$ cat config.mk
export PLATFORM = sky130hd
export DESIGN_NAME = if_stage
export DESIGN_NICKNAME = d
export VERILOG_FILES = /design/src/rtl/mips_pkg.sv /design/src/rtl/pc_reg.sv /design/src/rtl/if_stage.sv
export SDC_FILE = /design/constraint.sdc
export NUM_CORES = 1
export LEC_CHECK = 0
export ABC_AREA = 1
export CORE_MARGIN = 2
export CORE_UTILIZATION = 45
export DETAILED_ROUTE_END_ITERATION = 7
export HOLD_SLACK_MARGIN = 0.03
export PLACE_DENSITY = 0.81
export SETUP_SLACK_MARGIN = 0.05
export SYNTH_ARGS = -nofsm -noshare
export SYNTH_HDL_FRONTEND = slang
export SYNTH_SLANG_ARGS = --single-unit
$ cat constraint.sdc
create_clock -name clk -period 2.4 [get_ports clk]
set_clock_uncertainty 0.1 [all_clocks]
set_input_delay 0.6 -clock clk [delete_from_list [all_inputs] [get_ports clk]]
set_output_delay 0.6 -clock clk [all_outputs]
set_load 0.05 [all_outputs]
$ cat src/rtl/mips_pkg.sv
// Shared constants, FSM state and IF/ID record for the MIPS fetch stage.
package mips_pkg;

   localparam logic [31:0] RESET_PC  = 32'h0000_3000;
   localparam logic [31:0] IM_BASE   = 32'h0000_3000;
   localparam int unsigned IM_WORDS  = 4096;
   localparam logic [31:0] NOP_INSTR = 32'h0000_0000;
   localparam logic [31:0] IM_LIMIT  = IM_BASE + 32'(IM_WORDS * 32'd4);

   typedef enum logic [0:0] {
      BOOT = 1'b0,
      RUN  = 1'b1
   } if_state_t;

   typedef struct packed {
      logic [31:0] instr;
      logic [31:0] pc;
      logic [31:0] pc8;
      logic        valid;
      logic        exc_adel;
   } if_id_t;

   // Misaligned or outside [IM_BASE, IM_LIMIT) raises an address error.
   function automatic logic fetch_illegal(input logic [31:0] addr);
      return (addr[1:0] != 2'b00) || (addr < IM_BASE) || (addr >= IM_LIMIT);
   endfunction

endpackage

$ cat src/rtl/pc_reg.sv
// Architectural PC register: reset load, hold (stall or BOOT), pc+4 adder.
module pc_reg
   import mips_pkg::*;
#(
   parameter logic [31:0] RST_VAL = RESET_PC
) (
   input  logic        clk,
   input  logic        reset_n,
   input  logic        hold,
   input  logic [31:0] next_pc,
   output logic [31:0] pc,
   output logic [31:0] pc4
);

   logic [31:0] pc_q;

   // PC flop; reset wins over hold.
   always_ff @(posedge clk) begin
      if (!reset_n) begin
         pc_q <= RST_VAL;
      end else if (!hold) begin
         pc_q <= next_pc;
      end else begin
         pc_q <= pc_q;
      end
   end

   assign pc  = pc_q;
   assign pc4 = pc_q + 32'd4;

endmodule

$ cat src/rtl/if_stage.sv
// MIPS instruction-fetch stage: PC, IF/ID register, boot FSM, fetch counter.
// Optional fetch address checking is enabled by defining IF_STAGE_ADDR_CHECK_EN.
module if_stage
   import mips_pkg::*;
(
   input  logic        clk,
   input  logic        reset_n,
   input  logic        stall,
   input  logic        flush,
   input  logic [31:0] next_pc,
   input  logic [31:0] instr_in,
   output logic [31:0] im_addr,
   output logic [31:0] pc,
   output logic [31:0] pc4,
   output logic [31:0] id_instr,
   output logic [31:0] id_pc,
   output logic [31:0] id_pc8,
   output logic        id_valid,
   output logic        id_exc_adel,
   output logic [31:0] fetch_count
);

   if_state_t   state, state_next;
   logic        capture, bubble, hold;
   if_id_t      ifid, ifid_next;
   logic [31:0] pc_cur, fcount;

   // BOOT holds the PC for one cycle so the IM output settles.
   assign hold = stall || (state == BOOT);

   pc_reg #(.RST_VAL(RESET_PC)) u_pc_reg (
      .clk     (clk),
      .reset_n (reset_n),
      .hold    (hold),
      .next_pc (next_pc),
      .pc      (pc_cur),
      .pc4     (pc4)
   );

   // FSM state register.
   always_ff @(posedge clk) begin
      if (!reset_n) begin
         state <= BOOT;
      end else begin
         state <= state_next;
      end
   end

   // Next state and edge action; stall beats flush.
   always_comb begin
      state_next = state;
      capture    = 1'b0;
      bubble     = 1'b0;
      case (state)
         BOOT: state_next = RUN;
         RUN: begin
            if (stall) begin
               capture = 1'b0;
            end else if (flush) begin
               bubble = 1'b1;
            end else begin
               capture = 1'b1;
            end
         end
         default: state_next = BOOT;
      endcase
   end

   // IF/ID next value; a bubble keeps the old pc/pc8.
   always_comb begin
      ifid_next = ifid;
      if (bubble) begin
         ifid_next.instr    = NOP_INSTR;
         ifid_next.valid    = 1'b0;
         ifid_next.exc_adel = 1'b0;
      end else if (capture) begin
         ifid_next.pc    = pc_cur;
         ifid_next.pc8   = pc_cur + 32'd8;
         ifid_next.valid = 1'b1;
`ifdef IF_STAGE_ADDR_CHECK_EN
         if (fetch_illegal(pc_cur)) begin
            ifid_next.instr    = NOP_INSTR;
            ifid_next.exc_adel = 1'b1;
         end else begin
            ifid_next.instr    = instr_in;
            ifid_next.exc_adel = 1'b0;
         end
`else
         ifid_next.instr    = instr_in;
         ifid_next.exc_adel = 1'b0;
`endif
      end else begin
         ifid_next = ifid;
      end
   end

   // IF/ID register and fetch counter.
   always_ff @(posedge clk) begin
      if (!reset_n) begin
         ifid   <= '{instr: NOP_INSTR, pc: 32'h0, pc8: 32'h0, valid: 1'b0, exc_adel: 1'b0};
         fcount <= 32'd0;
      end else begin
         ifid   <= ifid_next;
         fcount <= capture ? fcount + 32'd1 : fcount;
      end
   end

   assign im_addr     = pc_cur;
   assign pc          = pc_cur;
   assign id_instr    = ifid.instr;
   assign id_pc       = ifid.pc;
   assign id_pc8      = ifid.pc8;
   assign id_valid    = ifid.valid;
   assign id_exc_adel = ifid.exc_adel;
   assign fetch_count = fcount;

endmodule

==> results of run 1 <==
==> metrics by stage <==
step                      worst slack, ns  instance area [µm²]  utilization, %
after floorplan                  -0.03156                 8263               -
after global placement            0.07248                11580           67.66
after detailed placement          0.08226                11580           67.66
after CTS                         -0.2175                12610           73.68
after global routing              -0.3557                12870           75.21
final                             -0.2898                12880           75.23
==> report_power, final <==
group / internal [mW] / switching (mW)
clock network: 1.67 / 1.09
registers: 2.73 / 0.0954
logic: 0.603 / 1.08
==> worst reg2reg max path, stage by stage, from the launching register on <==
cell     delay (ns)
dfxtp_4        0.37
nand2_1        0.08
nor2_2         0.16
nand2_2        0.11
nor2_4         0.16
buf_4          0.14
buf_4          0.10
buf_4          0.10
buf_4          0.09
buf_4          0.09
buf_4          0.10
buf_4          0.10
buf_4          0.11
nand2_1        0.05
nand2_1        0.06
nand3_1        0.06
nand2_1        0.06
inv_1          0.04
==> cells by family after synthesis <==
family | Yosys count | synth area share (%)
simple gates | 589 | 32.54
buf+inv | 185 | 11.71
compound gates | 165 | 11.23
flops | 159 | 40.85
xor+xnor | 28 | 3.148
fa+ha+maj | 3 | 0.4818
other cells | 1 | 0.04813
==> path summary, 6_finish.rpt <==
path | cells past startpoint | end | from | slack (ns)
hold reg to reg | 2 | id_instr[29] | id_instr[29] | 0.36
setup / recovery | 8 | pc4[29] | u_pc_reg.pc[11] | -0.29
hold / removal | 2 | id_instr[29] | id_instr[29] | 0.36
setup reg to reg | 17 | id_pc8[26] | u_pc_reg.pc[20] | 0.22
==> what timing repair did <==
action                     in CTS  in global routing
setup endpoints to repair      86                 42
pin swaps                      30                 26
setup buffers                  35                 12
gates resized for setup       134                 50
hold buffers                    0                  0
==> cells in the final DEF (no fill, tap or decap), types with 5 or more instances in the layout <==
cell,instances
nor2_1,170
buf_12,32
nand2_1,249
dlygate4sd2_1,65
nand2_4,11
buf_4,103
nand4_1,11
xor2_2,5
xor2_1,5
nand3_4,6
dfxtp_4,21
clkbuf_8,5
dfxtp_1,132
nand2_2,23
nor3_1,9
o211ai_1,5
xor2_4,15
a21oi_1,78
clkdlybuf4s50_1,164
inv_4,5
nand3_1,58
inv_1,94
nor2_4,22
nor2_2,19
clkbuf_16,17
o21ai_0,67
dlymetal6s2s_1,16
dfxtp_2,6
==> metal layers <==
layer	up-vias	GRT usage (%)	part of all wire, %
met5	-	0	0
met4	0	14.81	4.9
met3	113	7.782	9.3
met2	500	53.06	49
met1	4113	36.39	37
li1	4173	-	-
==> layout make-up <==
cell class / count / area share, %
Clock inverter: 9 / 0.8065
Timing Repair Buffer: 388 / 30.29
Antenna cell: 1 / 0.01943
Clock buffer: 23 / 3.867
Sequential cell: 159 / 25.39
Inverter: 101 / 3.003
Tap cell: 225 / 2.186
Multi-Input combinational cell: 786 / 34.44
==> metrics.cfg, run 1 <==
[floorplan]
rows=48
ios=294
coreArea_um2=17120
dieArea_um2=18380
die_w_um=135.6
initial_core_util_pct=45.52
die_h_um=135.6

[clock_tree]
cts_max_level=4
numCtsBuffers=17
clkTransAtPathRegs_ns=0.06
root_buffer=clkbuf_16
numClockSinks=159
clock_insertion_delay_worst_skew_ns=0.43
cts.path.max_buffers=2
cts_tree=done

[synth]
synth_edf_count=0
ys_warn_count=0
synthCells=1130
avgSynthCellArea_um2=6.895
yosys-top-cells-count=nand2_1 (275), nor2_1 (189), dfxtp_1 (159)
syn-cell-area_um2=7791
synth-async-reset-ratio_pct=0
ys_seq_elements=159
seq_area_frac_synth_pct=40.85
synth_cell_type_count=35
synth_ff_type=dfxtp_1
synth_fp_nets=1201
yosysTopAreaCellShare_pct=40.85
yosysTopAreaCell=dfxtp_1
synth_area_leaders=dfxtp_1 (41%), nand2_1 (13%), nor2_1 (9.1%), a21oi_1 (5.0%), buf_4 (4.8%)
synth_most_common_cell=nand2_1

[sta]
period_needed_ns=2.690
finalMaxSlewViolations=0
tightest_slew_ns=0.5871
whs_ns=0.3635
finalSetupViolCount=25
rsz0062_at_grt=true
maxSlewHeadroom_pct=60.74
hold_viol_final=0
clock.fmax_mhz=371.8
setup_tns_ns=-4.685
min_period_over_period_pct=112.1
timing.final.ws_setup_ns=-0.2898

[critical_path]
path_buf_inv=3
cp_cell_sequence=nand2_2 -> nor2_4 -> inv_1 -> nor2_4 -> buf_6 -> nand2_4 -> xor2_4 -> buf_12
crit_top_cell=nor2_4
path_class=reg2out
timing.critical_path.to_type=primary output
slowest_delay_ns=0.39
required_ns=1.70
crit_family=simple AND/OR/NAND/NOR gates
crit_path_start_kind=flop
crit_slowest_cell=dfxtp_4
crit_path_max_fanout=3
cp.arrival_ns=1.99

[grt]
antenna_found_initial=1
grt_pass1_vias=8309
grt.overflow.total=0
grt_pass1_wl_um=44020
grt_max_degree=49
track_usage_pct=31.04

[cells_and_area]
layout-drive-gt1-share_pct=22.31
nFillCells=1230
nNetsFinal=1524
fin_cells=1692
seq_area_um2=3269
multi_input_area_um2=4434
area_growth_syn_to_layout_pct=65.26

[power]
leakage_nw=5.730
finalPower_mw=7.268
vdd_drop_max_mv=0.5088
power.density_nw_per_um2=564.5

[routing]
drt_pass1_iterations=5
wl_um=29970
wl_per_cell_um=17.71
drc=0
first_iter_violations=596
via_per_inst=5.259
ant_nets=0
via_count=8899

[flow_run]
drv_cap=0

[hold_path]
hp-class=reg2reg

[placement]
place.gp.congestion=0.9524
place_hpwl_um=20150
io_buffer_count=292
dpl.cell_count=1612

[run_status]
violations=negative setup slack
outcome=complete, but fails checks

Power figures use the tool's default switching activity.
==> run 2, diff against run 1 <==
- GPL_TIMING_DRIVEN: not set -> 0
==> metrics.cfg, run 2 (synthesis gave the netlist of run 1 again) <==
[placement]
dpl.cell_count=1647
place_hpwl_um=21930
io_buffer_count=292
place_ws_ns=-0.7462
place_area_um2=11470
place.gp.congestion=0.9759

[routing]
wl_per_cell_um=18.68
drt_pass1_iterations=7
wl_um=32600
drc=0
first_iter_violations=940
via_per_inst=5.383
via_count=9394
ant_nets=0

[cells_and_area]
area_growth_syn_to_layout_pct=66.85
layout-drive-gt1-share_pct=23.22
fin_cells=1745
mostFrequentLayoutCells=nand2_1 (250), nor2_1 (165), clkdlybuf4s50_1 (157)
finish.instance_area_um2=13000
final_common_cell=nand2_1
nNetsFinal=1578
nFillCells=1225
diodes=0

[sta]
clock.fmax_mhz=365.4
finalMaxSlewViolations=0
period_needed_ns=2.737
timing.final.ws_setup_ns=-0.3368
finalSetupViolCount=24
tightest_slew_ns=0.7357
maxSlewHeadroom_pct=50.95
hold_viol_final=0
rsz0062_at_grt=true
min_period_over_period_pct=114.0
setup_tns_ns=-5.238

[floorplan]
die_w_um=135.6
die_h_um=135.6
coreArea_um2=17120
initial_core_util_pct=45.52
rows=48
dieArea_um2=18380
ios=294

[critical_path]
timing.critical_path.to_type=primary output
cp.arrival_ns=2.04
regToRegSetupSlack_ns=0.45
path_class=reg2out
reg2reg_depth=11
required_ns=1.70
crit_path_max_fanout=5
crit_path_start_kind=flop

[run_status]
violations=negative setup slack
outcome=complete, but fails checks

[power]
leakage_nw=5.939
power.density_nw_per_um2=579.6
vdd_drop_max_mv=0.4727
switching_share_pct=31.41
pwr-share-clk_pct=40.1
p_sw_mw=2.366
p_seq_share_pct=37.6
power.share.combinational_pct=22.2
intPower_mw=5.169
finalPower_mw=7.535

[clock_tree]
cts_max_level=4
clock_insertion_delay_worst_skew_ns=0.43
cts_tree=done
numClockSinks=159
hold_buffers=0
cts.path.max_buffers=2
clkTransAtPathRegs_ns=0.07
numCtsBuffers=17
root_buffer=clkbuf_16

[grt]
grt_pass1_vias=8648
grtUsageMet1_pct=37.91
grt_pass1_wl_um=46350
track_usage_pct=32.93
antenna_found_initial=0
grt.overflow.total=0
grtUsageMet2_pct=56.62
grt_max_degree=17
busiest_layer=met2
use_met3_pct=7.370

[hold_path]
hp-class=reg2reg
min_path_cells=2

[flow_run]
drv_cap=0

[run 2: cell count changes in the layout (fill, tap and decap cells not counted), sizes merged, moves of 2 or more]
cell           change
clkdlybuf4s50      -7
buf               +26
clkinv             -3
dlygate4sd2       +24
inv                +2
clkbuf             +9
[run 2: worst max-delay path, cell delays in order (launching register included)]
cell     delay, ns
dfxtp_4       0.38
ha_4          0.15
nand3_4       0.15
nor3_4        0.40
nand2_2       0.15
xor2_4        0.18
buf_6         0.18
[run 2: final timing paths]
check,endpoint,start
worst max-delay path,pc4[16],u_pc_reg.pc[2]
worst min-delay path,id_instr[7],id_instr[7]
worst max register to register,id_pc8[16],u_pc_reg.pc[3]
worst min register to register,id_instr[7],id_instr[7]
[run 2: repair_timing]
action                     CTS  global route
cloned                       0             0
gates resized for setup    342            69
setup endpoints to repair  115            45
setup buffers               42            25
pin swaps                   37            28
[run 2: cell type report]
type                       instances  area, µm²  area share [%]
timing repair buffer             358       3425           26.34
clock buffer                      22      518.0           3.985
inverter                         101      392.9           3.022
clock inverter                    10      141.4           1.088
tap                              225      281.5           2.166
multi-input combinational        786       4414           33.96
sequential                       159       3272           25.17
buffer                            84      555.5           4.273
[run 2: power groups by stage]
stage          sequential [mW]  combinational, mW  clock, mW
6_report                  2.84               1.68       3.02
4_1_cts                   2.83               1.62       3.03
5_1_grt                   2.84               1.74       3.13
3_3_place_gp              2.91               1.55          0
2_1_floorplan             3.21              0.677          0
3_5_place_dp              2.92               1.57          0
[run 2: routing by layer]
layer / vias up / part of all wire [%]
li1: 4298 / -
met5: - / 0
met2: 584 / 49
met1: 4368 / 36
met3: 144 / 10
met4: 0 / 5.0
[run 2: through the flow]
| stage | utilization, % | hold slack, ns |
|---|---|---|
| 6_report | 75.95 | 0.3635 |
| 5_1_grt | 75.95 | 0.3825 |
| 4_1_cts | 73.57 | 0.3652 |
| 3_5_place_dp | 67.00 | 0.3550 |
| 3_3_place_gp | 67.00 | 0.3495 |
| 2_1_floorplan | - | 0.4879 |
